### src/rtl/fifo_wr_ctrl_if.sv
// Write-side bus of the asynchronous FIFO.
// The master side is the producer plus the read-domain pointer source.
// The slave side is the write controller that answers them.
interface fifo_wr_ctrl_if #(
    parameter int ADDR_WIDTH = 4
);
    logic                  WR_REQ;
    logic [ADDR_WIDTH:0]   RD_PTR_GRAY;
    logic                  WEN;
    logic [ADDR_WIDTH-1:0] WR_ADDR;
    logic [ADDR_WIDTH:0]   WR_PTR_GRAY;
    logic                  FULL;
    logic                  ALMOST_FULL;
    logic [ADDR_WIDTH:0]   WR_LEVEL;
    logic                  OVERFLOW;

    modport master (
        output WR_REQ,
        output RD_PTR_GRAY,
        input  WEN,
        input  WR_ADDR,
        input  WR_PTR_GRAY,
        input  FULL,
        input  ALMOST_FULL,
        input  WR_LEVEL,
        input  OVERFLOW
    );

    modport slave (
        input  WR_REQ,
        input  RD_PTR_GRAY,
        output WEN,
        output WR_ADDR,
        output WR_PTR_GRAY,
        output FULL,
        output ALMOST_FULL,
        output WR_LEVEL,
        output OVERFLOW
    );
endinterface

### src/rtl/fifo_wr_ctrl.sv
// Write-domain controller of the asynchronous FIFO.
// It owns the binary/Gray write pointer and drives the RAM write port.
// It synchronizes the read Gray pointer into this clock domain.
// It produces pessimistic registered FULL, ALMOST_FULL, level and overflow status.
module fifo_wr_ctrl #(
    parameter int ADDR_WIDTH   = 4,
    parameter int SYNC_STAGES  = 2,
    parameter int AFULL_THRESH = 2**ADDR_WIDTH - 2
) (
    input  logic           CLK,
    input  logic           RST,
    fifo_wr_ctrl_if.slave  bus
);
    localparam int AW = ADDR_WIDTH;
    localparam logic [AW:0] PTR_ONE   = (AW+1)'(1);
    localparam logic [AW:0] AFULL_LVL = AFULL_THRESH[AW:0];

    logic [AW:0] wbin;
    logic [AW:0] wr_ptr_gray_q;
    logic        full_q;
    logic        afull_q;
    logic [AW:0] level_q;
    logic        overflow_q;
    logic [AW:0] sync_q [SYNC_STAGES];

    logic        wen;
    logic [AW:0] wbin_next;
    logic [AW:0] gray_next;
    logic [AW:0] rq_sync;
    logic [AW:0] rbin_sync;
    logic        full_next;
    logic [AW:0] lvl_next;
    logic        afull_next;

    function automatic logic [AW:0] gray_to_bin(input logic [AW:0] g);
        logic [AW:0] b;
        b = g;
        for (int i = AW - 1; i >= 0; i--) begin
            b[i] = b[i+1] ^ g[i];
        end
        return b;
    endfunction

    // Next-pointer and status arithmetic. FULL compares the next Gray
    // pointer against the synchronized read pointer with its top two bits
    // inverted. That is the Gray form of "same address, opposite wrap".
    always_comb begin
        wen        = bus.WR_REQ & ~full_q;
        wbin_next  = wen ? (wbin + PTR_ONE) : wbin;
        gray_next  = (wbin_next >> 1) ^ wbin_next;
        rq_sync    = sync_q[SYNC_STAGES-1];
        rbin_sync  = gray_to_bin(rq_sync);
        full_next  = (gray_next == {~rq_sync[AW:AW-1], rq_sync[AW-2:0]});
        lvl_next   = wbin_next - rbin_sync;
        afull_next = (lvl_next >= AFULL_LVL);
    end

    // Read-pointer synchronizer. The chain holds only Gray values, so a
    // pointer caught mid-change resolves to either its old value or its new one.
    always_ff @(posedge CLK or negedge RST) begin
        if (!RST) begin
            for (int i = 0; i < SYNC_STAGES; i++) begin
                sync_q[i] <= '0;
            end
        end else begin
            sync_q[0] <= bus.RD_PTR_GRAY;
            for (int i = 1; i < SYNC_STAGES; i++) begin
                sync_q[i] <= sync_q[i-1];
            end
        end
    end

    // Write pointers and status registers. A write into a full FIFO is
    // dropped, and the rejected cycle produces a one-cycle OVERFLOW pulse.
    always_ff @(posedge CLK or negedge RST) begin
        if (!RST) begin
            wbin          <= '0;
            wr_ptr_gray_q <= '0;
            full_q        <= 1'b0;
            afull_q       <= 1'b0;
            level_q       <= '0;
            overflow_q    <= 1'b0;
        end else begin
            wbin          <= wbin_next;
            wr_ptr_gray_q <= gray_next;
            full_q        <= full_next;
            afull_q       <= afull_next;
            level_q       <= lvl_next;
            overflow_q    <= bus.WR_REQ & full_q;
        end
    end

    assign bus.WEN         = wen;
    assign bus.WR_ADDR     = wbin[AW-1:0];
    assign bus.WR_PTR_GRAY = wr_ptr_gray_q;
    assign bus.FULL        = full_q;
    assign bus.ALMOST_FULL = afull_q;
    assign bus.WR_LEVEL    = level_q;
    assign bus.OVERFLOW    = overflow_q;
endmodule
### src/flat_wrapper.sv
// flat-port wrapper written by rule: the top's interface ports become plain ports
module fifo_wr_ctrl_flat 
#(
    parameter int ADDR_WIDTH   = 4,
    parameter int SYNC_STAGES  = 2,
    parameter int AFULL_THRESH = 2**ADDR_WIDTH - 2
)
  (CLK, RST, bus_WR_REQ, bus_RD_PTR_GRAY, bus_WEN, bus_WR_ADDR, bus_WR_PTR_GRAY, bus_FULL, bus_ALMOST_FULL, bus_WR_LEVEL, bus_OVERFLOW);
  fifo_wr_ctrl_if #(.ADDR_WIDTH(ADDR_WIDTH)) bus_i ();
  input  logic CLK;
  input  logic RST;
  input wire logic [$bits(bus_i.WR_REQ)-1:0] bus_WR_REQ;
  input wire logic [$bits(bus_i.RD_PTR_GRAY)-1:0] bus_RD_PTR_GRAY;
  output wire logic [$bits(bus_i.WEN)-1:0] bus_WEN;
  output wire logic [$bits(bus_i.WR_ADDR)-1:0] bus_WR_ADDR;
  output wire logic [$bits(bus_i.WR_PTR_GRAY)-1:0] bus_WR_PTR_GRAY;
  output wire logic [$bits(bus_i.FULL)-1:0] bus_FULL;
  output wire logic [$bits(bus_i.ALMOST_FULL)-1:0] bus_ALMOST_FULL;
  output wire logic [$bits(bus_i.WR_LEVEL)-1:0] bus_WR_LEVEL;
  output wire logic [$bits(bus_i.OVERFLOW)-1:0] bus_OVERFLOW;
  assign bus_i.WR_REQ = bus_WR_REQ;
  assign bus_i.RD_PTR_GRAY = bus_RD_PTR_GRAY;
  assign bus_WEN = bus_i.WEN;
  assign bus_WR_ADDR = bus_i.WR_ADDR;
  assign bus_WR_PTR_GRAY = bus_i.WR_PTR_GRAY;
  assign bus_FULL = bus_i.FULL;
  assign bus_ALMOST_FULL = bus_i.ALMOST_FULL;
  assign bus_WR_LEVEL = bus_i.WR_LEVEL;
  assign bus_OVERFLOW = bus_i.OVERFLOW;
  fifo_wr_ctrl #(.ADDR_WIDTH(ADDR_WIDTH), .SYNC_STAGES(SYNC_STAGES), .AFULL_THRESH(AFULL_THRESH)) u_core (.CLK(CLK), .RST(RST), .bus(bus_i));
endmodule
### config.mk
export PLATFORM = sky130hd
export DESIGN_NAME = fifo_wr_ctrl_flat
export DESIGN_NICKNAME = d
export VERILOG_FILES = /design/src/rtl/fifo_wr_ctrl_if.sv /design/src/rtl/fifo_wr_ctrl.sv /design/src/flat_wrapper.sv
export SDC_FILE = /design/constraint.sdc
export NUM_CORES = 1
export LEC_CHECK = 0
export BUFFER_PORTS_ARGS = -buffer_cell sky130_fd_sc_hd__buf_2
export CORE_ASPECT_RATIO = 0.8
export CORE_UTILIZATION = 25
export DETAILED_ROUTE_END_ITERATION = 8
export GPL_TIMING_DRIVEN = 0
export MAX_ROUTING_LAYER = met4
export PLACE_DENSITY = 0.43
export SETUP_SLACK_MARGIN = 0.15
export SLEW_MARGIN = 5
export SYNTH_ARGS = -nofsm -noshare
export SYNTH_HDL_FRONTEND = slang
export SYNTH_SLANG_ARGS = --single-unit
### constraint.sdc
create_clock -name CLK -period 6.3 [get_ports CLK]
set_clock_uncertainty 0.1 [all_clocks]
set_input_delay 1.575 -clock CLK [delete_from_list [all_inputs] [get_ports CLK]]
set_output_delay 1.575 -clock CLK [all_outputs]
set_load 0.005 [all_outputs]
Yosys cells after proc, flatten, opt, wreduce, memory -nomap -nowiden
Index checks and enable logic that the tools add are counted.
- add/sub/neg operators: 2
- magnitude comparators: 1
- equality and inequality tests: 1
- mux-type cells: 1
- bitwise logic cells: 9
- operator list (cell ; number):
    adder 5 x 1 -> 5 bit (second input constant) ; 1
    == test 5 bit ; 1
    greater-or-equal comparator 5 x 4 -> 1 bit (second input constant) ; 1
    two-way mux 5 bit ; 1
    subtractor 5 bit ; 1
    XOR 4 x 5 -> 5 bit ; 1
    XOR 1 bit ; 4
    bitwise AND 1 bit ; 2
    NOT 2 bit ; 1
    NOT 1 bit ; 1
- flip-flop bits (word level): 28
- bits of input ports: 8
- output and inout bits: 18

Depth between registers and ports, before layout
Gate-level depths: netlist (run 1).
- depth after elaboration: 6
- gate-level depth with buffers: 11
- gate-level depth less buffers: 11

Worst setup path after synthesis (run 1)
OpenSTA, ideal clock, no wires.
- path type: in2out
- start point: in bus_WR_REQ
- end point: out bus_WEN
- arrival time: 1809 ps
- data required time: 4625 ps
- path slack: 2816 ps
- cell stages on the path: 2
- path buffers: 1
- path through: nor2b_4 buf_6
- longest elaborated chain between the ends: 1
- ends and longest elaborated chain (item ; line ; text):
    from (decl) ; flat_wrapper.sv:12 ; input wire logic [$bits(bus_i.WR_REQ)-1:0] bus_WR_REQ;
    bitwise AND 1 bit ; fifo_wr_ctrl.sv:48 ; wen = bus.WR_REQ & ~full_q;
    to (decl) ; flat_wrapper.sv:14 ; output wire logic [$bits(bus_i.WEN)-1:0] bus_WEN;
No other way between the ends.

Worst setup path after layout (run 1)
Ends and elaborated chain as after synthesis.

==> results of run 1 <==
==> registers in the layout (all words and copies together), names as in the netlist <==
name                    flops
u_core.bus.ALMOST_FULL      1
u_core.wbin                 5
u_core.rq_sync              5
u_core.bus.WR_LEVEL         5
u_core.bus.WR_PTR_GRAY      4
u_core.bus.OVERFLOW         1
u_core.bus.FULL             1
u_core.sync_q               5
==> final cells by class <==
| class | instances | area [µm²] | share of cell area |
|---|---|---|---|
| flip-flops and latches | 27 | 675.6 | 0.4749 |
| inverters | 4 | 15.01 | 0.01055 |
| clock buffers | 4 | 45.04 | 0.03166 |
| repair buffers | 25 | 125.1 | 0.08795 |
| plain buffers | 1 | 11.26 | 0.007916 |
| multi-input cells | 45 | 479.2 | 0.3369 |
| well taps | 57 | 71.32 | 0.05013 |
==> how the worst min path moves through the flow <==
stage / start / end / slack, ns
6_report: u_core.sync_q[9] / u_core.rq_sync[4] / 0.25
5_1_grt: u_core.sync_q[9] / u_core.rq_sync[4] / 0.26
4_1_cts: u_core.sync_q[9] / u_core.rq_sync[4] / 0.25
3_5_place_dp: u_core.sync_q[9] / u_core.rq_sync[4] / 0.24
3_3_place_gp: u_core.sync_q[8] / u_core.rq_sync[3] / 0.23
2_1_floorplan: u_core.sync_q[5] / u_core.rq_sync[0] / 0.23
==> synth_stat cells <==
master and count:
a2111oi_2 1, a21o_1 2, a21oi_1 2, a31o_1 1
and2_1 1, buf_6 1, dfrtp_1 27, fa_1 1
ha_1 5, inv_1 3, inv_2 1, mux2i_1 1
nand2_2 1, nand3_1 1, nand3b_1 1, nand3b_4 1
nand4_4 1, nor2_4 1, nor2b_4 1, o21ai_1 2
or3_1 1, xnor2_1 7, xnor2_4 1, xnor3_1 2
xor2_1 11
==> kinds of logic (layout without fill, tap and decap cells) <==
kind of cell / count (synthesis) / after routing / share of synthesized area
DFF: 27 / 27 / 0.5720
adders and majority gates: 6 / 6 / 0.06992
and+or+nand+nor: 9 / 9 / 0.08263
muxes: 1 / 1 / 0.008475
buffers and inverters: 5 / 34 / 0.02224
AOI/OAI and AO/OA: 8 / 8 / 0.04978
xor gates and xnor gates: 21 / 21 / 0.1949
==> power by group through the flow <==
stage	clock [mW]	combinational [mW]	sequential [mW]
finish	0.0966	0.377	0.283
floorplan	0	0.260	0.289
global placement	0	0.376	0.284
CTS	0.101	0.386	0.285
detailed placement	0	0.380	0.286
global route	0.110	0.422	0.290
==> critical path, delay by kind of cell <==
kind,cells,cell delay (ns)
buffers and inverters,3,0.37
and+or+nand+nor,1,0.15
==> metal layers <==
layer  GRT usage  up-vias  routed length [µm]
met4     0.02727        0                  18
met3     0.03768        2                 147
met2      0.1130       25                 792
met5           -        -                   0
met1      0.1272      311                1012
li1            -      316                   -
==> stage by stage <==
step | util | hold slack [ns]
6_report | 0.3262 | 0.2452
5_1_grt | 0.3262 | 0.2621
4_1_cts | 0.3262 | 0.2531
3_5_place_dp | 0.3158 | 0.2364
3_3_place_gp | 0.3158 | 0.2341
2_1_floorplan | - | 0.2312
==> run metrics, run 1 <==
Worst-Margin Slew=between 0.5 and 0.6 ns; WS Path Type=in2out; DRT antenna net count=0; Synthesis Warnings=0; final setup vio count=0; power density over the cells=approximately 530 mW/mm²; Root Buffer Master=clkbuf_8; Synth Instances=between 70 and 80; Worst R2R Setup Slack=approximately 3.3 ns; design area=0.001423 mm²; antenna violations before repair=0; area grow syn2layout=20.44%; status=complete, no violations; routed vias/inst=4.012; FF+latch count, synth=27; CP Launch Type=input pin; area leader, netlist=dfrtp_1; crit path cell chain=buf_2, nor2b_4, buf_6, buf_2; Leak=a little under 0.7 nW; initial core utilization=0.2708; Fmax achieved=0.2646 GHz; setup TNS=0 ns; Critical Path Sink Type=primary output; WL/cell=around 12 µm; Post-Place Setup Slack=about 2.5 ns; # rows=21; most frequent cells in the layout=27 x dfrtp_1, 25 x buf_2, 11 x xor2_1, 7 x xnor2_1, 5 x ha_1; layout cell share with drive strength beyond 1=0.3491; dpl cells=about 160; global placement routability congestion=between 0.7 and 0.8; WP data required=approximately 4.6 ns; DRT Wirelength=just under 2000 µm; postcts setup bufs=0; depth of the CTS H-tree=1; vias in the first global route=roughly 640; crit path launch=bus_WR_REQ; RSZ-0062 raised after global routing=false; routed vias=about 650; Final Max Slew Viols=0; IO Pins=26; Synth top area share=0.5720; Combinational Power Share=0.499; Seq/Total Area, Yosys=0.5720; net load switching power=between 0.2 and 0.3 mW; Max-Cap Viols=0; full die area=approximately 0.005 mm²; Clock Power Share=0.128; largest net degree at the start of global routing=28; dpl hpwl=around 1500 µm; clock buffer count from CTS=3; commonest non-fill, non-tap cell in the layout=dfrtp_1; Worst Setup EP=bus_WEN; worst r2r src=u_core.rq_sync[4]; Synth area leaders=dfrtp_1 57%, xor2_1 8.2%, ha_1 5.3%, xnor2_1 5.2%, xnor3_1 3.8%; IO buf count=25; switching share of power=0.3842; Clock Path Buffers=2; Worst EP arrival=2.10 ns; Avg Cell Area, Syn=approximately 15 µm²; clk_lat worst skew=~0.27 ns; core outline area=approximately 0.0044 mm²; P_int=~0.47 mW; Die Y=between 60 and 70 µm; Synth cell types=25; Placed Area=between 0.001 and 0.0015 mm²; grt ovf=0; post-route minimum period=3.779 ns; min-delay worst type=reg2reg; Pwr Total=between 0.7 and 0.8 mW; Seq pwr share=0.374; Post-CTS Resized=0; Hold Crit Depth=0; Final Hold Fails=0; VDD IR max=0.2276 mV; non-filler cells, final=roughly 160; # fillers=about 450; Mapped Area=about 0.0012 mm²; Rel. slew slack=0.6032; drt drc=0; reg2reg end=u_core.bus.ALMOST_FULL; Final Cycle Share=0.5998; FF-to-FF path depth=11; initial DRC count=10; hold_buf cts=0; Pre-antenna DRT Iters=3; diodes inserted=0; first-pass GRT wire length=3263 µm; most frequent CP cell=buf_2; slowest CP cell=nor2b_4; Net Count, Synth=a little over 90; CP Max Fanout=6; die width=a little under 80 µm; Clk pin slew, worst setup/hold paths=0.09 ns; Total GRT Usage=0.08950; Largest stage delay, worst path=0.15 ns; CTS sink count=27; final setup margin=2.521 ns; final-stage net count=about 120; CTS tree=done
(Power assumes the default switching activity.)
==> run 2: changes to the inputs <==
ABC_AREA = 1   (was not set)
PLACE_DENSITY = 0.44   (was 0.43)
clock period = 3.2 ns   (was 6.3 ns; I/O delays follow)
==> run metrics, run 2 <==
design area=0.001493 mm² (+4.9%); Hold Path Sink=u_core.rq_sync[1]; Synthesis Warnings=0 (unchanged); vias in the first global route=872 (+36%); Placed Area=0.001446 mm² (+5.0%); Final Hold Fails=0 (unchanged); IO Pins=26 (unchanged); Worst-Margin Slew=0.5954 ns (+0.0002105 ns); initial core utilization=0.2663 (-0.004487); Synth Instances=132 (+71%); largest net degree at the start of global routing=28 (unchanged); commonest non-fill, non-tap cell in the layout=nand2_1; Die Y=65.15 µm (+2.6%); CP Launch Type=register; Post-CTS Resized=0 (unchanged); worst r2r src=u_core.rq_sync[4]; most frequent cell after synthesis=nand2_1; setup TNS=0 ns (unchanged); CTS tree=done; Leak=0.8045 nW (+16%); Avg Cell Area, Syn=9.441 µm² (-38%); crit path cell chain=xnor2_2, xor2_2, xor2_1, nand2_1, nand2_1, inv_1, ha_1, inv_1, fa_1, nand3_1, nand3_1; dpl hpwl=1756 µm (+20%); IO buf count=25 (unchanged); Seq/Total Area, Yosys=0.5422 (-0.02987); Clock Power Share=0.144 (+0.016); area leader, netlist=dfrtp_1; drt drc=0 (unchanged); clk_lat worst skew=0.27 ns (about the same); full die area=0.005273 mm² (+5.3%); Max-Cap Viols=0 (unchanged); slowest CP cell=fa_1; area grow syn2layout=19.78%; Final Max Slew Viols=0 (unchanged); power density over the cells=904.5 mW/mm² (+70%); RSZ-0062 raised after global routing=false; status=complete, no violations; CTS sink count=27 (unchanged); Critical Path Sink Type=register; reg2reg end=u_core.bus.ALMOST_FULL; Pre-antenna DRT Iters=2 (-1); clock buffer count from CTS=3 (unchanged); min-delay worst type=reg2reg; most frequent cells in the layout=44 x nand2_1, 27 x dfrtp_1, 25 x buf_2, 14 x inv_1, 13 x nand3_1; WP data required=3.26 ns (-1.36 ns); Largest stage delay, worst path=0.44 ns (+0.29 ns); grt ovf=0 (unchanged); hold_buf cts=0 (unchanged); routed vias/inst=4.118 (+2.6%); async set-reset flop share out of synthesis=1.000 (unchanged); initial DRC count=54 (+44); die width=80.94 µm (+2.6%); Worst R2R Setup Slack=0.69 ns (-2.62 ns); # rows=22 (+4.8%); Pwr Total=1.350 mW (+78%); Worst EP arrival=2.57 ns (+0.47 ns); final core occ=0.3190 (-0.007178); Root Buffer Master=clkbuf_8; Net Count, Synth=146 (+60%); Synth area leaders=dfrtp_1 54%, nand2_1 13%, nand3_1 5.2%, ha_1 5.0%, inv_1 4.2%; final-stage net count=176 (+45%); Total GRT Usage=0.1008 (+0.01133); P_int=0.8014 mW (+72%); diodes inserted=0 (unchanged); layout cell share with drive strength beyond 1=0.2484 (-0.1006); Final Cycle Share=0.7842; routed vias=910 (+39%); top cells by instance count after synthesis=44 x nand2_1, 27 x dfrtp_1, 14 x inv_1, 13 x nand3_1; Synth top area share=0.5422 (-0.02987); Mapped Area=0.001246 mm² (+5.5%); Combinational Power Share=0.478 (-0.021); WS Path Type=reg2reg; Synth cell types=18 (-28%); core outline area=0.004679 mm² (+7.3%); Rel. slew slack=0.6031 (about the same); final setup vio count=0 (unchanged); first-pass GRT wire length=3877 µm (+19%); depth of the CTS H-tree=1 (unchanged); global placement routability congestion=0.7783 (+3.9%); DRT antenna net count=0 (unchanged); DRT Wirelength=2262 µm (+15%); Post-synth EDFFs=0 (unchanged); FF-to-FF path depth=11 (unchanged); switching share of power=0.4065 (+0.02226); post-route minimum period=~2.5 ns; WL/cell=10.24 µm (-15%); Fmax achieved=around 0.40 GHz; CP Max Fanout=3 (-3); Hold Crit Depth=0 (unchanged); dpl cells=217 (+36%); Clk pin slew, worst setup/hold paths=0.09 ns (about the same); net load switching power=0.5488 mW (+89%); Top FF cell, synth=dfrtp_1; postcts setup bufs=0 (unchanged); hold path startpoint=u_core.sync_q[6]; antenna violations before repair=0 (unchanged); Seq pwr share=0.378 (+0.004); VDD IR max=0.2939 mV (+29%); non-filler cells, final=221 (+36%); FF+latch count, synth=27 (unchanged); Clock Path Buffers=2 (unchanged)
run 2: metrics by stage:
stage	worst slack, ns	hold slack [ns]
after floorplan	0.8823	0.2312
after global placement	0.6153	0.2323
after detailed placement	0.6358	0.2370
after CTS	0.6291	0.2628
after global routing	0.4372	0.2700
final	0.6907	0.2557
run 2: how the worst max path moves through the flow:
stage | startpoint | end | slack, ns | depth (start not counted)
CTS | u_core.rq_sync[3] | u_core.bus.ALMOST_FULL | 0.63 | 11
global placement | bus_WR_REQ | u_core.bus.ALMOST_FULL | 0.62 | 13
detailed placement | bus_WR_REQ | u_core.bus.ALMOST_FULL | 0.64 | 13
global route | u_core.rq_sync[3] | u_core.bus.ALMOST_FULL | 0.44 | 11
finish | u_core.rq_sync[4] | u_core.bus.ALMOST_FULL | 0.69 | 11
floorplan | u_core.rq_sync[4] | u_core.bus.ALMOST_FULL | 0.88 | 11
run 2: kinds of logic (layout without fill, tap and decap cells):
kind of cell    count (synthesis)  in the layout  synth area share
xor+xnor                        7              7           0.06125
flops                          27             27            0.5422
compound gates                  4              4           0.02108
fa+ha+maj                       6              6           0.06627
buf+inv                        17             46           0.05120
simple gates                   71             71            0.2580
run 2: power groups by stage:
stage	clock [mW]	combinational [mW]	sequential [mW]
2_1_floorplan	0	0.436	0.524
3_3_place_gp	0	0.653	0.515
3_5_place_dp	0	0.653	0.517
4_1_cts	0.205	0.659	0.513
5_1_grt	0.221	0.752	0.526
6_report	0.194	0.646	0.511
run 2: layer usage:
metal | GRT usage | part of all wire | up-vias
li1 | - | - | 467
met1 | 0.1403 | 0.53 | 422
met2 | 0.1460 | 0.41 | 19
met3 | 0.02917 | 0.052 | 2
met4 | 0.02009 | 0.0066 | 0
met5 | - | 0 | -
run 2: area by class of cell:
cell class | count | area, µm²
Inverter | 17 | 63.81
Fill cell | 492 | 3187
Clock buffer | 3 | 41.29
Timing Repair Buffer | 25 | 125.1
Sequential cell | 27 | 675.6
Multi-Input combinational cell | 88 | 506.7
Tap cell | 60 | 75.07
Clock inverter | 1 | 5.005
run 2: critical path: cells and delay by family, from the launching register on:
family,cells,cell delay (ns)
adders and majority gates,2,0.63
DFF,1,0.42
and+or+nand+nor,4,0.34
xor gates and xnor gates,3,0.80
buffers and inverters,2,0.12
==> run 3: changes to the inputs <==
clock period = 2.1 ns   (was 3.2 ns; I/O delays follow)
==> run metrics, run 3 (same netlist as run 2, synthesis figures left out) <==
status=complete, but fails checks; failing checks=setup timing; Seq pwr share=0.345 (-0.033); Rel. slew slack=0.5911 (-0.01199); layout cell share with drive strength beyond 1=0.3193 (+0.07083); Clock Path Buffers=2 (unchanged); clock buffer count from CTS=3 (unchanged); net load switching power=0.9292 mW (+69%); # rows=22 (unchanged); Final Cycle Share=1.124 (+0.3402); final setup margin=-0.2612 ns (-0.9519 ns); min-delay worst type=in2async; crit path cell chain=xnor2_2, xor2_2, xor2_2, nand2_1, nand2_1, inv_1, ha_2, inv_2, fa_2, a31oi_4, inv_1, nand2_1, nand3_1; worst hold margin=0.1507 ns (-0.1050 ns); grt ovf=0 (unchanged); VDD IR max=0.4275 mV (+45%); Critical Path Sink Type=register; dpl hpwl=1843 µm (+5.0%); initial core utilization=0.2663 (unchanged); Clock Power Share=0.135 (-0.009); DRT Wirelength=2424 µm (+7.2%); Root Buffer Master=clkbuf_8; cell family with most CP delay=XOR/XNOR gates; Largest stage delay, worst path=0.42 ns (-0.02 ns); initial DRC count=24 (-56%); WS Path Type=reg2reg; Combinational Power Share=0.521 (+0.043); vias in the first global route=929 (+6.5%); Die Y=65.15 µm (unchanged); most frequent CP cell=nand2_1; Total GRT Usage=0.1086 (+0.007792); CTS sink count=27 (unchanged); P_int=1.311 mW (+64%); Clk pin slew, worst setup/hold paths=0.09 ns (about the same); depth of the CTS H-tree=1 (unchanged); area grow syn2layout=26.41%; # fillers=495 (+0.61%); Max-Cap Viols=0 (unchanged); final setup vio count=5 (+5); switching share of power=0.4147 (+0.008236); Final Hold Fails=0 (unchanged); diodes inserted=0 (unchanged); Worst Path Buf+Inv=3 (+1); routed vias=946 (+4.0%); post-route minimum period=2.361 ns (-0.1481 ns); Worst-Margin Slew=0.6134 ns (+0.01799 ns); Pre-antenna DRT Iters=4 (+2); CP Launch Type=register; WL/cell=10.73 µm (+4.8%); core outline area=0.004679 mm² (unchanged); design area=0.001575 mm² (+5.5%); DRT antenna net count=0 (unchanged); IO buf count=25 (unchanged); WP data required=2.16 ns (-1.10 ns); commonest non-fill, non-tap cell in the layout=nand2_1; antenna violations before repair=0 (unchanged); full die area=0.005273 mm² (unchanged); Leak=0.8272 nW (+2.8%); Worst EP arrival=2.42 ns (-0.15 ns); CTS tree=done; routed vias/inst=4.186 (+1.7%); CP Max Fanout=3 (unchanged); final-stage net count=181 (+2.8%); clk_lat worst skew=0.27 ns (about the same); setup TNS=-0.6995 ns (-0.6995 ns); slowest CP cell=dfrtp_1; non-filler cells, final=226 (+2.3%); largest net degree at the start of global routing=28 (unchanged); power density over the cells=1422 mW/mm² (+57%); RSZ-0062 raised after global routing=true; first-pass GRT wire length=4215 µm (+8.7%); Fmax achieved=0.4235 GHz (+6.3%); IO Pins=26 (unchanged); Placed Area=0.001464 mm² (+1.2%); drt drc=0 (unchanged); hold_buf cts=0 (unchanged); Worst R2R Setup Slack=-0.26 ns (-0.95 ns); Final Max Slew Viols=0 (unchanged); die width=80.94 µm (unchanged); dpl cells=217 (unchanged); most frequent cells in the layout=43 x nand2_1, 27 x dfrtp_1, 25 x buf_2, 13 x inv_1, 12 x nand3_1; global placement routability congestion=0.7646 (-1.8%)
## run 3: cell count changes in the layout (fill, tap and decap cells not counted), sizes merged
cell,delta
clkinv,-1
buf,+5
clkinvlp,+1
## run 3: path summary, 6_finish.rpt
kind	endpoint	startpoint	cells after the start
max in group asynchronous	u_core.sync_q[5]	RST	1
max	u_core.bus.ALMOST_FULL	u_core.rq_sync[4]	13
min	u_core.bus.OVERFLOW	RST	1
max reg2reg	u_core.bus.ALMOST_FULL	u_core.rq_sync[4]	13
min in group CLK	u_core.sync_q[6]	bus_RD_PTR_GRAY[1]	1
min reg2reg	u_core.rq_sync[2]	u_core.sync_q[7]	0
## run 3: power groups by stage
stage                     sequential [mW]  combinational [mW]  clock, mW
after global placement              0.785                1.03          0
after floorplan                     0.799               0.695          0
after global routing                0.801                1.33      0.342
final                               0.772                1.17      0.302
after detailed placement            0.792                1.04          0
after CTS                           0.781                1.14      0.318
## run 3: timing repair
item	CTS	global route
endpoints found under the hold margin	0	0
setup buffers	3	2
pin swaps	4	0
endpoints found under the setup margin	5	6
gates resized for setup	3	1
## run 3: cell type report
cell class | count | area, µm² | share of cell area
clock buffer | 3 | 41.29 | 0.02621
clock inverter | 1 | 7.507 | 0.004766
inverter | 17 | 63.81 | 0.04051
multi-input combinational | 88 | 549.3 | 0.3487
sequential | 27 | 675.6 | 0.4289
tap | 60 | 75.07 | 0.04766
timing repair buffer | 30 | 162.7 | 0.1033
## run 3: through the flow
stage / setup WS, ns / power [mW] / utilization
floorplan: -0.1747 / 1.494 / -
global placement: -0.3694 / 1.813 / 0.3128
detailed placement: -0.3731 / 1.833 / 0.3128
CTS: -0.2798 / 2.237 / 0.3329
global route: -0.4532 / 2.471 / 0.3366
finish: -0.2612 / 2.241 / 0.3366
## run 3: routing by layer
layer  vias to the layer above  track usage  wire length, µm
met5                         -            -                0
met4                         0      0.02679               27
met3                         4      0.03194              145
met2                        24       0.1681             1090
met1                       440       0.1396             1162
li1                        478            -                -
